**src/rtl/vga_timing_pkg.sv**
```systemverilog
// Default 640x480@60 raster timing shared by the timing generator and the overlay blocks.
// Overlays import this package for H_ACTIVE / V_ACTIVE so their geometry tracks the generator.
package vga_timing_pkg;

    localparam int H_ACTIVE = 640;
    localparam int H_FP     = 16;
    localparam int H_SYNC   = 96;
    localparam int H_BP     = 48;

    localparam int V_ACTIVE = 480;
    localparam int V_FP     = 10;
    localparam int V_SYNC   = 2;
    localparam int V_BP     = 33;

    localparam logic SYNC_ACTIVE = 1'b0;

    localparam int H_TOTAL = H_ACTIVE + H_FP + H_SYNC + H_BP;
    localparam int V_TOTAL = V_ACTIVE + V_FP + V_SYNC + V_BP;

    // Sync windows are half-open: [START, END).
    localparam int HSYNC_START = H_ACTIVE + H_FP;
    localparam int HSYNC_END   = H_ACTIVE + H_FP + H_SYNC;
    localparam int VSYNC_START = V_ACTIVE + V_FP;
    localparam int VSYNC_END   = V_ACTIVE + V_FP + V_SYNC;

endpackage

```
**src/rtl/vga_timing_gen.sv**
```systemverilog
// Free-running raster timing generator: one pixel per clock, x/y counters plus
// registered sync, blanking, line/frame pulses and a per-frame animation counter.
module vga_timing_gen #(
    parameter int   H_ACTIVE    = vga_timing_pkg::H_ACTIVE,
    parameter int   H_FP        = vga_timing_pkg::H_FP,
    parameter int   H_SYNC      = vga_timing_pkg::H_SYNC,
    parameter int   H_BP        = vga_timing_pkg::H_BP,
    parameter int   V_ACTIVE    = vga_timing_pkg::V_ACTIVE,
    parameter int   V_FP        = vga_timing_pkg::V_FP,
    parameter int   V_SYNC      = vga_timing_pkg::V_SYNC,
    parameter int   V_BP        = vga_timing_pkg::V_BP,
    parameter logic SYNC_ACTIVE = vga_timing_pkg::SYNC_ACTIVE
) (
    input  logic       clk,
    input  logic       rst_n,
    output logic [9:0] x,
    output logic [9:0] y,
    output logic       hsync,
    output logic       vsync,
    output logic       display_on,
    output logic       line_start,
    output logic       frame_start,
    output logic [7:0] frame_count
);

    localparam int H_TOTAL = H_ACTIVE + H_FP + H_SYNC + H_BP;
    localparam int V_TOTAL = V_ACTIVE + V_FP + V_SYNC + V_BP;

    // 10-bit counters cover at most 1024 positions per axis.
    generate
        if (H_TOTAL > 1024 || V_TOTAL > 1024) begin : g_bad_totals
            $error("vga_timing_gen: H_TOTAL and V_TOTAL must both be <= 1024");
        end
    endgenerate

    localparam logic [9:0] X_LAST = 10'(H_TOTAL - 1);
    localparam logic [9:0] Y_LAST = 10'(V_TOTAL - 1);

    // Window bounds can reach 1024, so compare in 11 bits.
    localparam logic [10:0] H_ACT_W    = 11'(H_ACTIVE);
    localparam logic [10:0] V_ACT_W    = 11'(V_ACTIVE);
    localparam logic [10:0] HS_START_W = 11'(H_ACTIVE + H_FP);
    localparam logic [10:0] HS_END_W   = 11'(H_ACTIVE + H_FP + H_SYNC);
    localparam logic [10:0] VS_START_W = 11'(V_ACTIVE + V_FP);
    localparam logic [10:0] VS_END_W   = 11'(V_ACTIVE + V_FP + V_SYNC);

    logic [9:0]  x_nxt;
    logic [9:0]  y_nxt;
    logic [10:0] x_nxt_w;
    logic [10:0] y_nxt_w;
    logic        hs_window;
    logic        vs_window;

    // y only moves together with an x wrap.
    always_comb begin
        x_nxt = x + 10'd1;
        y_nxt = y;
        if (x == X_LAST) begin
            x_nxt = '0;
            y_nxt = (y == Y_LAST) ? '0 : y + 10'd1;
        end
    end

    assign x_nxt_w   = {1'b0, x_nxt};
    assign y_nxt_w   = {1'b0, y_nxt};
    assign hs_window = (x_nxt_w >= HS_START_W) && (x_nxt_w < HS_END_W);
    assign vs_window = (y_nxt_w >= VS_START_W) && (y_nxt_w < VS_END_W);

    // Flags are derived from the next coordinate so each one lines up with the x/y it accompanies.
    // Reset parks the raster on its last blanking pixel, so the first released edge lands on (0,0).
    always_ff @(posedge clk) begin
        if (!rst_n) begin
            x           <= X_LAST;
            y           <= Y_LAST;
            hsync       <= ~SYNC_ACTIVE;
            vsync       <= ~SYNC_ACTIVE;
            display_on  <= 1'b0;
            line_start  <= 1'b0;
            frame_start <= 1'b0;
            frame_count <= 8'd0;
        end else begin
            x           <= x_nxt;
            y           <= y_nxt;
            hsync       <= hs_window ? SYNC_ACTIVE : ~SYNC_ACTIVE;
            vsync       <= vs_window ? SYNC_ACTIVE : ~SYNC_ACTIVE;
            display_on  <= (x_nxt_w < H_ACT_W) && (y_nxt_w < V_ACT_W);
            line_start  <= (x_nxt == 10'd0);
            frame_start <= (x_nxt == 10'd0) && (y_nxt == 10'd0);
            // Stepping at the first blank line keeps the count stable over every visible pixel.
            if (x_nxt == 10'd0 && y_nxt_w == V_ACT_W) begin
                frame_count <= frame_count + 8'd1;
            end
        end
    end

endmodule

```
**config.mk**
```make
export PLATFORM = sky130hd
export DESIGN_NAME = vga_timing_gen
export DESIGN_NICKNAME = d
export VERILOG_FILES = /design/src/rtl/vga_timing_pkg.sv /design/src/rtl/vga_timing_gen.sv
export SDC_FILE = /design/constraint.sdc
export NUM_CORES = 1
export LEC_CHECK = 0
export CAP_MARGIN = 20
export CORE_MARGIN = 5
export CORE_UTILIZATION = 35
export DETAILED_ROUTE_END_ITERATION = 7
export PLACE_DENSITY = 0.57
export SETUP_SLACK_MARGIN = 0.3
export SKIP_CTS_REPAIR_TIMING = 1
export SLEW_MARGIN = 25
export SYNTH_ARGS = -nofsm -noshare
export SYNTH_HDL_FRONTEND = slang
export SYNTH_SLANG_ARGS = --single-unit
```
**constraint.sdc**
```tcl
create_clock -name clk -period 2.15 [get_ports clk]
set_clock_uncertainty 0.15 [all_clocks]
set_input_delay 0.3225 -clock clk [delete_from_list [all_inputs] [get_ports clk]]
set_output_delay 0.3225 -clock clk [all_outputs]
set_load 0.01 [all_outputs]
```
# Word level (Yosys, flattened, before mapping)
# Cells that the tools add are included.
# totals
regBits,33
in_bits,2
output_inout_bits,33
wordCells,32
# op_classes
addsub,3
order_cmp,6
eq_ne,3
n_mux,5
reduce_logical,7
# op_table
op,count
$mux 10,3
$add 10x1->10 const B,2
$eq 10x10->1 const B,2
$logic_not 10->1,2
$lt 10x10->1 const B,2
$lt 10x9->1 const B,2
$eq 10x9->1 const B,1
$ge 10x10->1 const B,1
$ge 10x9->1 const B,1
$add 8x1->8 const B,1
$logic_and 1x1->1,5
$mux 1,2

# Logic depth before layout (Yosys ltp)
# logic_depth
depth_word,6
depth_mapped,9
ltp_nobuf,8

# Worst setup path before layout
# OpenSTA, ideal clock, no wires.
# synth_path
kind,register -> register
start,reg x[0]
end,reg frame_count[0]
setup_ns,0.071
t_arrival_ns,2.219
t_required_ns,1.929
setup_slack_ns,-0.290
stages_incl_launch_ff,8
path_buffers,0
synth_period_minus_slack_ns,2.440
path_cell_list,dfxtp_1 -> ha_1 -> nand4_1 -> o21a_1 -> nor3_1 -> o221ai_2 -> or4_1 -> a21oi_1
# synth_between
elab_chain_cells,4
elab_cells_between_ends,7
classes_between,add/sub: 1; eq/ne: 2; mux: 2; reduce/logical: 2
# synth_rtl
item,line_no,rtl
from (decl),vga_timing_gen.sv:16,"output logic [9:0] x,"
from (signal assigned),vga_timing_gen.sv:82,x <= x_nxt;
$add 10x1->10 or $eq 10x10->1 (tied branches),"vga_timing_gen.sv:56, vga_timing_gen.sv:58",
$mux 10,vga_timing_gen.sv:58,if (x == X_LAST) begin
$logic_not 10->1 or $eq 10x9->1 (tied branches),vga_timing_gen.sv:90,if (x_nxt == 10'd0 && y_nxt_w == V_ACT_W) begin
$logic_and 1x1->1 *,vga_timing_gen.sv:90,
to (signal assigned),vga_timing_gen.sv:91,frame_count <= frame_count + 8'd1;
to (decl),vga_timing_gen.sv:23,output logic [7:0] frame_count
# Every way passes the cells marked *; elsewhere a longest branch is shown, timed or not.
# A chain may end at the register's enable or synchronous reset.

# Worst setup path in the final report
# layout_path
start,reg x[5]
end,reg frame_count[1]
# Same word-level chain as after synthesis.

==> qor.csv <==
stage;metric;value;unit
drt;routedWlPerCell;15.1;um
die;io_pins;35;
synth;synth.top_cell.area_share;0.319;
grt;grt_pass1_vias;2067;
cells_and_area;area_growth;71.1;%
synth;yosys_most_used_dff;dfxtp_1;
die;num_rows;28;
synth;synth_seq_cells;33;
synth;yosys-top-cells-count;dfxtp_1, nand2_1, nor2_1, nand2b_1, nand3_1;
grt;gr-usage-met2;0.252;
grt;grt_busiest_layer;met2;
clock_tree;clkLatencyLatePin;0.29;ns
cells_and_area;num-fill-cells;511;
worst_setup_path;crit_type;reg2reg;
die;die_x;86.9;um
clock_tree;cts_root_buffer;clkbuf_8;
drt;viasPerCell;5.24;
sta;rsz0062_at_grt;true;
cells_and_area;final_core_util;0.606;
drt;drc;0;
sta;worstMarginPinSlew;0.550;ns
grt;grt_start_max_net_pins;23;
job;cap_violations;0;
drt;vias;2328;
sta;slew_viol_final;0;
synth;synth_most_common_cell;dfxtp_1;
grt;grt-ovfl-total;0;
synth;seq_area_frac_synth;0.319;
worst_setup_path;cp_cell_sequence;or4b_4 > nor3_4 > buf_4 > a32o_2 > o221ai_4 > buf_6 > o31a_1 > o21a_1;
cells_and_area;drive_gt1_frac;0.409;
worst_setup_path;cp.arrival;2.53;ns
synth;avgSynthCellArea;8.15;um^2
die;fp.coreArea;5850;um^2
worst_setup_path;required;2.19;ns
synth;syn_nets;260;
worst_setup_path;critPathLaunchType;flop;
placement;dp_cells;426;
placement;dp_hpwl;4680;um
grt;grt.total_usage;0.167;
grt;antenna_found_initial;0;
cells_and_area;fin_nets;374;
drt;wl;6690;um
sta;slew-limit-headroom;0.631;
synth;async_reset_ff_frac;0;
synth;synth-edff-count;0;
synth;yosys-top-cells-area;dfxtp_1, nand2_1, nor2_1, mux2i_1, nand2b_1;
placement;place_ws;-0.397;ns
sta;post-route-period-util;1.16;
worst_setup_path;slowest_delay;0.55;ns
pwr;powerDensity;1170;nW/um^2
sta;min_period;2.49;ns
cells_and_area;regArea;674;um^2
clock_tree;cts.clk_slew.worst_paths;0.08;ns
min_path;worstHoldPathType;reg2reg;
clock_tree;clockBufferDepth;2;
worst_setup_path;slowest_stage;or4b_4;
sta;finalSetupTns;-2.96;ns
drt;drtAntennaViolNets;0;
pwr;ir_worst_vdd;0.615;mV
die;die_area;7560;um^2
synth;syn_area;2070;um^2
clock_tree;cts_sinks;33;
pwr;leakagePower;1.53;nW
synth;yosysWarnings;0;
sta;finalSetupViolCount;13;
sta;max_freq;402;MHz
worst_setup_path;crit_fanout;6;
die;die_h;86.9;um
cells_and_area;multi_input_area;1590;um^2
clock_tree;h-tree-depth;2;
pwr;report.power.total;0.00416;W
grt;grtUsageMet3;0.0303;
synth;synth_cell_types;58;
sta;hold_viol_final;0;
drt;drtIter0Drc;113;
die;start_util;0.354;
status;status;finished with violations;
placement;port-buffer-count;34;
clock_tree;cts_tree;built;
clock_tree;cts_made_buffers;5;
cells_and_area;finalNonFillerCells;444;
grt;grtUsageMet1;0.233;
cells_and_area;diodes;0;
sta;setup_slack;-0.340;ns
synth;syn_inst;254;
status;violations;negative setup slack;
grt;grt_pass1_wl;10000;um
worst_setup_path;end_kind;flop;
drt;firstDrtPassIters;4;
synth;yosys.area.top_type;dfxtp_1;
placement;place_congestion;0.911;
## stage by stage
stage,area (um^2),hold slack (ns)
after CTS,3120,0.330
after floorplan,2100,0.328
after detailed placement,3040,0.307
after global placement,3040,0.309
final,3540,0.330
after global routing,3540,0.367
## path summary, 6_finish.rpt
kind / cells past startpoint / slack [ns] / end / startpoint
worst min register to register: 2 / 0.33 / frame_count[7]$_SDFFE_PN0P_ / frame_count[7]$_SDFFE_PN0P_
worst max register to register: 8 / -0.34 / frame_count[1]$_SDFFE_PN0P_ / x[5]$_SDFF_PN0_
worst min-delay path: 2 / 0.33 / frame_count[7]$_SDFFE_PN0P_ / frame_count[7]$_SDFFE_PN0P_
worst max-delay path: 8 / -0.34 / frame_count[1]$_SDFFE_PN0P_ / x[5]$_SDFF_PN0_
## worst max-delay path, delay by kind of cell, from the launching register on
kind / cells / cell delay [ns]
buffers and inverters: 2 / 0.36
and+or+nand+nor: 2 / 0.75
DFF: 1 / 0.31
AOI/OAI and AO/OA: 4 / 0.81
## cell type report
| cell class | instances | area share |
|---|---|---|
| multi-input cells | 198 | 0.448 |
| repair buffers | 121 | 0.302 |
| flip-flops and latches | 33 | 0.190 |
| well taps | 75 | 0.0265 |
| clock buffers | 6 | 0.0205 |
| inverters | 9 | 0.00953 |
| clock inverters | 2 | 0.00282 |
## per-layer routing
metal	vias to the layer above	wire length, um
met3	10	231
met4	0	138
met1	1100	3190
met2	50	3130
met5	-	0
li1	1168	-
## cell usage in the layout, fill, tap and decap left out, types with 3 or more instances in the layout
master	Yosys	layout
and2_1	4	4
dfxtp_2	0	8
buf_4	1	73
nor2_1	25	22
nor3_4	1	5
nand2b_1	11	10
nand3_1	11	10
o31ai_1	4	3
nand2_1	26	26
xor2_1	3	3
nor4_2	0	4
buf_6	2	13
dfxtp_1	33	24
a21oi_1	7	4
dlymetal6s2s_1	0	8
a31o_2	3	3
a21oi_2	0	3
xnor2_1	7	6
nor4_4	0	3
nor3_1	8	4
ha_1	4	3
clkbuf_8	0	5
o21ai_0	8	7
mux2i_1	7	7
nor4_1	10	3
nand4_1	7	7
clkdlybuf4s50_1	0	26
inv_1	9	9
and3_1	4	4
o211ai_1	3	3
## power by group
| part | internal [W] | switching (W) | leakage (nW) | total (W) |
|---|---|---|---|---|
| clock network | 0.000225 | 0.000246 | 0.0450 | 0.000470 |
| logic | 0.00152 | 0.00139 | 1.22 | 0.00291 |
| registers | 0.000718 | 0.0000632 | 0.269 | 0.000782 |
| total | 0.00247 | 0.00170 | 1.53 | 0.00416 |
## sequential cells by signal, summed over array words and instances (netlist names)
name,cells
y,10
display_on,1
line_start,1
frame_start,1
x,10
hsync,1
vsync,1
frame_count,8
## kinds of logic (layout without fill, tap and decap cells)
family          count (synthesis)  count (layout)  synth area share
compound gates                 48              48             0.178
xor+xnor                       10              10            0.0423
fa+ha+maj                       4               4            0.0242
buf+inv                        24             138            0.0556
flops                          33              33             0.319
mux                             7               7            0.0338
simple gates                  128             129             0.347
(Power assumes the default switching activity.)
